--- src/rtl/sram_port_arbiter.sv ---
// Arbitrates one single-port synchronous SRAM between the instruction-fetch and data ports.
// Optional `ARB_RR_EN selects round-robin conflict resolution instead of fixed data priority.
module sram_port_arbiter #(
   parameter int ADDR_W = 32,
   parameter int DATA_W = 32,
   parameter int RD_LAT = 1
) (
   input  logic              clk,
   input  logic              rst_n,
   input  logic              inst_ce_i,
   input  logic [ADDR_W-1:0] inst_addr_i,
   output logic [DATA_W-1:0] inst_data_o,
   output logic              inst_stall_o,
   input  logic              data_ce_i,
   input  logic              data_we_i,
   input  logic [3:0]        data_sel_i,
   input  logic [ADDR_W-1:0] data_addr_i,
   input  logic [DATA_W-1:0] data_data_i,
   output logic [DATA_W-1:0] data_data_o,
   output logic              data_stall_o,
   output logic              mem_ce_o,
   output logic              mem_we_o,
   output logic [3:0]        mem_sel_o,
   output logic [ADDR_W-1:0] mem_addr_o,
   output logic [DATA_W-1:0] mem_data_o,
   input  logic [DATA_W-1:0] mem_data_i
);

   localparam logic [1:0] S_IDLE  = 2'd0;
   localparam logic [1:0] S_ISSUE = 2'd1;
   localparam logic [1:0] S_WAIT  = 2'd2;
   localparam logic [1:0] S_DONE  = 2'd3;

   localparam logic OWN_INST = 1'b0;
   localparam logic OWN_DATA = 1'b1;

   localparam int LAT_W = 2;

   logic [1:0]       state;
   logic             owner;
   logic             is_wr;
   logic [LAT_W-1:0] lat_cnt;
   logic             grant_data;
   logic             any_req;
   logic             cap_en;

   assign any_req = inst_ce_i | data_ce_i;

`ifdef ARB_RR_EN
   logic last_owner;

   always_comb begin
      grant_data = data_ce_i;
      if (inst_ce_i && data_ce_i)
         grant_data = (last_owner == OWN_INST);
   end

   always_ff @(posedge clk or negedge rst_n) begin
      if (!rst_n)
         last_owner <= OWN_DATA;
      else if (state == S_IDLE && any_req)
         last_owner <= grant_data;
   end
`else
   always_comb begin
      grant_data = data_ce_i;
   end
`endif

   // Read data is sampled on the edge that enters DONE, i.e. the last cycle of the latency window.
   always_comb begin
      cap_en = 1'b0;
      if (state == S_ISSUE && !is_wr && RD_LAT == 1)
         cap_en = 1'b1;
      else if (state == S_WAIT && lat_cnt == LAT_W'(1))
         cap_en = 1'b1;
   end

   always_ff @(posedge clk or negedge rst_n) begin
      if (!rst_n) begin
         state      <= S_IDLE;
         owner      <= OWN_INST;
         is_wr      <= 1'b0;
         lat_cnt    <= '0;
         mem_ce_o   <= 1'b0;
         mem_we_o   <= 1'b0;
         mem_sel_o  <= '0;
         mem_addr_o <= '0;
         mem_data_o <= '0;
      end else begin
         case (state)
            S_IDLE: begin
               if (any_req) begin
                  state    <= S_ISSUE;
                  mem_ce_o <= 1'b1;
                  owner    <= grant_data;
                  if (grant_data) begin
                     is_wr      <= data_we_i;
                     mem_we_o   <= data_we_i;
                     mem_sel_o  <= data_sel_i;
                     mem_addr_o <= data_addr_i;
                     mem_data_o <= data_data_i;
                  end else begin
                     is_wr      <= 1'b0;
                     mem_we_o   <= 1'b0;
                     mem_sel_o  <= '1;
                     mem_addr_o <= inst_addr_i;
                  end
               end
            end
            S_ISSUE: begin
               mem_ce_o <= 1'b0;
               mem_we_o <= 1'b0;
               if (is_wr) begin
                  state <= S_DONE;
               end else begin
                  lat_cnt <= LAT_W'(RD_LAT - 1);
                  state   <= (RD_LAT == 1) ? S_DONE : S_WAIT;
               end
            end
            S_WAIT: begin
               lat_cnt <= lat_cnt - 1'b1;
               if (cap_en)
                  state <= S_DONE;
            end
            default: begin
               state <= S_IDLE;
            end
         endcase
      end
   end

   always_ff @(posedge clk or negedge rst_n) begin
      if (!rst_n) begin
         inst_data_o <= '0;
         data_data_o <= '0;
      end else if (cap_en) begin
         if (owner == OWN_DATA)
            data_data_o <= mem_data_i;
         else
            inst_data_o <= mem_data_i;
      end
   end

   assign inst_stall_o = rst_n & inst_ce_i & ~(state == S_DONE && owner == OWN_INST);
   assign data_stall_o = rst_n & data_ce_i & ~(state == S_DONE && owner == OWN_DATA);

endmodule
--- config.mk ---
export PLATFORM = sky130hd
export DESIGN_NAME = sram_port_arbiter
export DESIGN_NICKNAME = d
export VERILOG_FILES = /design/src/rtl/sram_port_arbiter.sv
export SDC_FILE = /design/constraint.sdc
export NUM_CORES = 1
export LEC_CHECK = 0
export BUFFER_PORTS_ARGS = -buffer_cell sky130_fd_sc_hd__buf_2
export CAP_MARGIN = 25
export CELL_PAD_IN_SITES_DETAIL_PLACEMENT = 1
export CELL_PAD_IN_SITES_GLOBAL_PLACEMENT = 1
export CORE_ASPECT_RATIO = 0.8
export CORE_MARGIN = 3
export CORE_UTILIZATION = 34
export CTS_BUF_LIST = sky130_fd_sc_hd__clkbuf_8
export CTS_CLUSTER_SIZE = 10
export DETAILED_ROUTE_END_ITERATION = 6
export PLACE_DENSITY_LB_ADDON = 0.1
export SYNTH_ARGS = -nofsm -noshare
export SYNTH_HDL_FRONTEND = slang
export SYNTH_SLANG_ARGS = --single-unit
--- constraint.sdc ---
create_clock -name clk -period 1.9 [get_ports clk]
set_clock_uncertainty 0.2 [all_clocks]
set_input_delay 0.38 -clock clk [delete_from_list [all_inputs] [get_ports clk]]
set_output_delay 0.38 -clock clk [all_outputs]
set_load 0.01 [all_outputs]
# After elaboration in Yosys (flattened, before gate mapping)
# Index checks and enable logic that the tools add are counted.
dict set report totals {
  register_bits 140
  latch_bits 0
  ramBits 0
  romBits 0
  input_bits 137
  mem_count 0
}
dict set report classes {
  add_sub_neg 1
  mul 0
  div 0
  n_lt_le_gt_ge 0
  eq_ne 7
  shifts 0
  muxes 14
  bitwise_logic 8
  reduce_logical 15
}
# cell n
set ops {}
lappend ops {{2-to-1 mux 32 bit} 1}
lappend ops {{AND reduction 2 bit} 6}
lappend ops {{2-to-1 mux 2 bit} 3}
lappend ops {{inequality test 2 bit, second input constant} 3}
lappend ops {{one-hot mux 2 bit (3 select lines)} 1}
lappend ops {{2-to-1 mux 1 bit} 5}
lappend ops {{AND 1 bit} 4}
lappend ops {{equality test 2 x 1 -> 1 bit, second input constant} 2}
lappend ops {{equality test 2 bit, second input constant} 2}
lappend ops {{logical AND 1 bit} 4}
lappend ops {{2-to-1 mux 4 bit} 1}
lappend ops {{one-hot mux 1 bit (2 select lines)} 2}
lappend ops {{one-hot mux 2 bit (2 select lines)} 1}
lappend ops {{nonzero test 2 bit} 2}
lappend ops {{inverter 1 bit} 3}
lappend ops {{AND reduction 3 bit} 1}
lappend ops {{zero test 2 bit} 1}
lappend ops {{subtractor 2 x 1 -> 2 bit, second input constant} 1}
lappend ops {{zero test 1 bit} 1}
lappend ops {{OR 1 bit} 1}

# Depth between registers and ports, before layout
dict set report depth {
  ltp_word 6
  mapped_depth 7
  depth_no_buf 5
}

# Least setup slack after synthesis
# No wires, ideal clock.
dict set report synth_path {
  path_type {register to register}
  from {register state[0]}
  to {register inst_data_o[10]}
  setup_time_ns 0.125
  arrival_time_ns 1.507
  t_required_ns 1.575
  setup_slack_ns 0.068
  path_stages_with_launch 7
  n_path_buf 1
  period_less_slack_ns 1.832
  path_cell_list {dfrtp_1 inv_1 ha_1 nand2_2 a21oi_4 buf_4 mux2_2}
}
dict set report synth_between {
  elab_chain_len 5
  word_cells_on_any_way 7
  classes_between {eq/ne (2); mux (2); reduce/logical (3)}
}
# item line_no
set synth_rtl {}
lappend synth_rtl {{from (decl)} 39} ;# logic [1:0] state;
lappend synth_rtl {{from (signal assigned)} 118} ;# state <= (RD_LAT == 1) ? S_DONE : S_WAIT;
lappend synth_rtl {{equality test 2 bit} 75} ;# else if (state == S_WAIT && lat_cnt == LAT_W'(1))
lappend synth_rtl {{logical AND 1 bit} 75}
lappend synth_rtl {{2-to-1 mux 1 bit} 75}
lappend synth_rtl {{2-to-1 mux 1 bit (*)} 73} ;# if (state == S_ISSUE && !is_wr && RD_LAT == 1)
lappend synth_rtl {{AND reduction 2 bit (no line) (*)} --}
lappend synth_rtl {{to (signal assigned)} 141} ;# inst_data_o <= mem_data_i;
lappend synth_rtl {{to (decl)} 12} ;# output logic [DATA_W-1:0] inst_data_o,
# Mark *: on every way between the ends. The rest lies on a longest branch, timed or not.
# A chain may end at the register's enable or synchronous reset.

# Final worst setup path
dict set report layout_path {
  from {register state[0]}
  to {register inst_data_o[27]}
}
# The elaborated chain is that of the path after synthesis.

==> key figures <==
Finish
  – Non-filler cells, final: 987
  – Filler Cell Count: 1756
  – Area growth syn-to-layout: 52.29%
  – Diodes inserted: 0
  – Final #Nets: 901
  – Share of layout cells above drive strength 1: 56.61%

Drt
  – DRC viols: 0
  – DR WL/cell: 17.65 µm
  – Vias: 4503
  – Met2 wire length: 8980 µm
  – Wl on met1: 6874 µm
  – Detail-routed via count per cell: 4.562
  – Final ANT Viol Nets: 0
  – Iter 0 DRT Violations: 127
  – Routed WL: 17420 µm
  – Met3 WL post-DR: 1375 µm
  – Drt pass-1 iters: 4
  – Max layer used: met4

STA
  – Peak Freq: 511.8 MHz
  – Slew HR: 52.83%
  – Fin Hold WS: 0.03063 ns
  – Count of final setup violators: 34
  – Final worst setup slack: -0.05398 ns
  – Min cycle time layout: 1.954 ns
  – Worst-margin pin slew: 0.7075 ns
  – RSZ-0062 raised after global routing: true
  – Fin. Hold Viols: 0
  – Period Utilization, post-route: 102.8%
  – Max Transition Viols Final: 0

Clock network
  – CTS tree: built
  – H-tree levels: 4
  – Total CTS buffers: 17
  – Clock net sink count: 140
  – Reg clk slew, reported paths: 0.08 ns
  – Root Buffer: clkbuf_8
  – Bufs on Longest Clock Path: 2
  – Worst skew pair latency: 0.43 ns

Die
  – Standard-cell rows: 41
  – Die Y-Extent: 122.6 µm
  – Boundary pin count: 273
  – Die Wd: 151.7 µm
  – Initial Util: 35.64%
  – Total die area: 0.01860 mm²
  – Core Area: 0.01621 mm²

Global route
  – Gr usage total: 18.67%
  – Pin count of the biggest net entering global routing: 137
  – Initial antenna violation count: 0
  – Vias in the first global route: 5112
  – Global route overflow: 0
  – First-pass GRT wire length: 26620 µm

Placed design
  – IO Port Bufs: 272
  – GP Congestion: 0.7118
  – Dpl ws: -0.02267 ns
  – Dpl hpwl: 11780 µm
  – Number of cells after detailed placement: 877

Yosys
  – Share of the synthesized area in the top cell type: 60.65%
  – Synth Instances: 396
  – XOR/XNOR share of the synthesized area: 0.1516%
  – Register area share after synthesis: 60.65%
  – Synth Area in Compound Gates: 5.458%
  – Syn Area/Cell: 14.59 µm²
  – Portion of netlist area occupied by mux cells: 26.58%
  – Synth area leaders: dfrtp_1 (61%), mux2_2 (13%), mux2_4 (7.8%)
  – Synthesis-stage register bit count: 140
  – Distinct cells, synth: 26
  – Synth Area in Adders: 1.083%
  – Post-synth top area cell: dfrtp_1
  – Synth Area in Simple Gates: 3.076%
  – Synth Warn #: 0
  – Mapped cell area: 0.005777 mm²
  – Syn_nets: 538
  – Largest family of logic cells by synthesized area: multiplexers

Critical path
  – Startpoint type of the worst setup path: register
  – Worst Setup Path Type: reg -> reg
  – Register-to-register path setup slack: -0.05 ns
  – Worst EP required: 2.02 ns
  – Crit path DAT: 2.07 ns
  – Worst Setup End Kind: register
  – Max FO, Critical Path: 12

Status
  – Status: finished, violations left
  – Failing checks: negative setup slack

Run
  – Maxcap violations: 0

Power
  – Power, Total: 14.55 mW
  – P_leak: 4.439 nW
  – Pwr Density: 1654 mW/mm²
  – Max VDD drop: 0.6225 mV

Min path
  – Hold WC Path Type: in -> reg
-- placed cells by master (no fill, tap or decap), drive strengths merged --
cell         count
buf            293
dfrtp          140
mux2            97
dlygate4sd3     71
nand2           38
o21ai           37
mux2i           33
clkbuf          17
inv             11
o22a             5
ha               5
clkinvlp         4
bufinv           4
a21oi            4
a31oi            2
a32o             2
clkinv           2
o21a             1
nand2b           1
nor3b            1
xor2             1
nand3b           1
a21o             1
nor2b            1
-- area by class of cell --
| type | count | area [µm²] | area share, % |
|---|---|---|---|
| Timing Repair Buffer | 364 | 2399 | 27.26 |
| Tap cell | 215 | 269.0 | 3.058 |
| Sequential cell | 140 | 3507 | 39.87 |
| Clock inverter | 15 | 212.7 | 2.418 |
| Clock buffer | 17 | 234.0 | 2.660 |
| Inverter | 6 | 22.52 | 0.2560 |
| Multi-Input combinational cell | 230 | 2153 | 24.48 |
-- state kept, by name, indices dropped and copies added, names as in the netlist, 2 cells and up --
name / count
state: 2
inst_data_o: 32
lat_cnt: 2
mem_addr_o: 32
mem_sel_o: 4
data_data_o: 32
mem_data_o: 32
-- metal layers --
layer	up-vias	GRT usage (%)
met5	-	0
met3	15	6.423
li1	2113	-
met1	2215	20.82
met2	160	33.85
met4	0	5.275
-- cell usage after synthesis --
cell type and n:
a21oi_1 3, buf_12 3, ha_1 5, o21a_1 1
xor2_1 1, mux2_4 30, nor2b_1 1, buf_4 5
a31oi_1 2, o22a_1 5, nand2_1 36, nand3b_1 1
o21ai_0 37, nor3b_1 1, dfrtp_1 140, a32o_1 2
a21oi_4 1, mux2i_1 33, inv_1 6, mux2_2 65
nand2b_2 1, clkbuf_1 5, a21o_4 1, mux2_1 2
buf_2 7, nand2_2 2
-- what timing repair did --
| item | in CTS | in global routing |
|---|---|---|
| setup endpoints to repair | 22 | 47 |
| setup buffers | 2 | 4 |
| hold endpoints to repair | 242 | 0 |
| gates resized for setup | 13 | 5 |
| pin swaps | 4 | 3 |
| cloned | 1 | 0 |
| hold buffers | 71 | 0 |
-- kinds of logic after synthesis --
| logic type | count (synthesis) |
|---|---|
| flops | 140 |
| buf+inv | 26 |
| fa+ha+maj | 5 |
| xor+xnor | 1 |
| compound gates | 52 |
| mux | 130 |
| simple gates | 42 |
-- final timing paths --
path / startpoint / to / depth (start not counted)
max: state[0]$_DFFE_PN0P_ / inst_data_o[27]$_DFFE_PN0P_ / 7
min: inst_addr_i[18] / mem_addr_o[18]$_DFFE_PN0P_ / 3
max reg2reg: state[0]$_DFFE_PN0P_ / inst_data_o[27]$_DFFE_PN0P_ / 7
min reg2reg: mem_addr_o[17]$_DFFE_PN0P_ / mem_addr_o[17]$_DFFE_PN0P_ / 2
max in group asynchronous: rst_n / mem_data_o[31]$_DFFE_PN0P_ / 3
min in group asynchronous: rst_n / mem_ce_o$_DFFE_PN0P_ / 2
-- critical path, stage by stage (launching register included) --
cell and delay (ns):
dfrtp_2 0.45, inv_2 0.11, ha_4 0.15, nand2_2 0.08, a21oi_4 0.23, buf_12 0.14, buf_12 0.13, mux2_2 0.34
-- power by group --
part           total, mW  internal (mW)  switching, mW
registers           5.35           4.50          0.851
clock network       2.73           1.46           1.27
logic               6.47           3.48           2.99
-- per-stage QoR --
step	instance area (µm²)	util [%]	setup TNS, ns
CTS	8755	54.01	-0.8310
global placement	7491	46.21	0
floorplan	5777	-	0
global route	8797	54.27	-3.096
finish	8797	54.27	-0.9786
detailed placement	7491	46.21	-0.2070
Power figures use the tool's default switching activity.
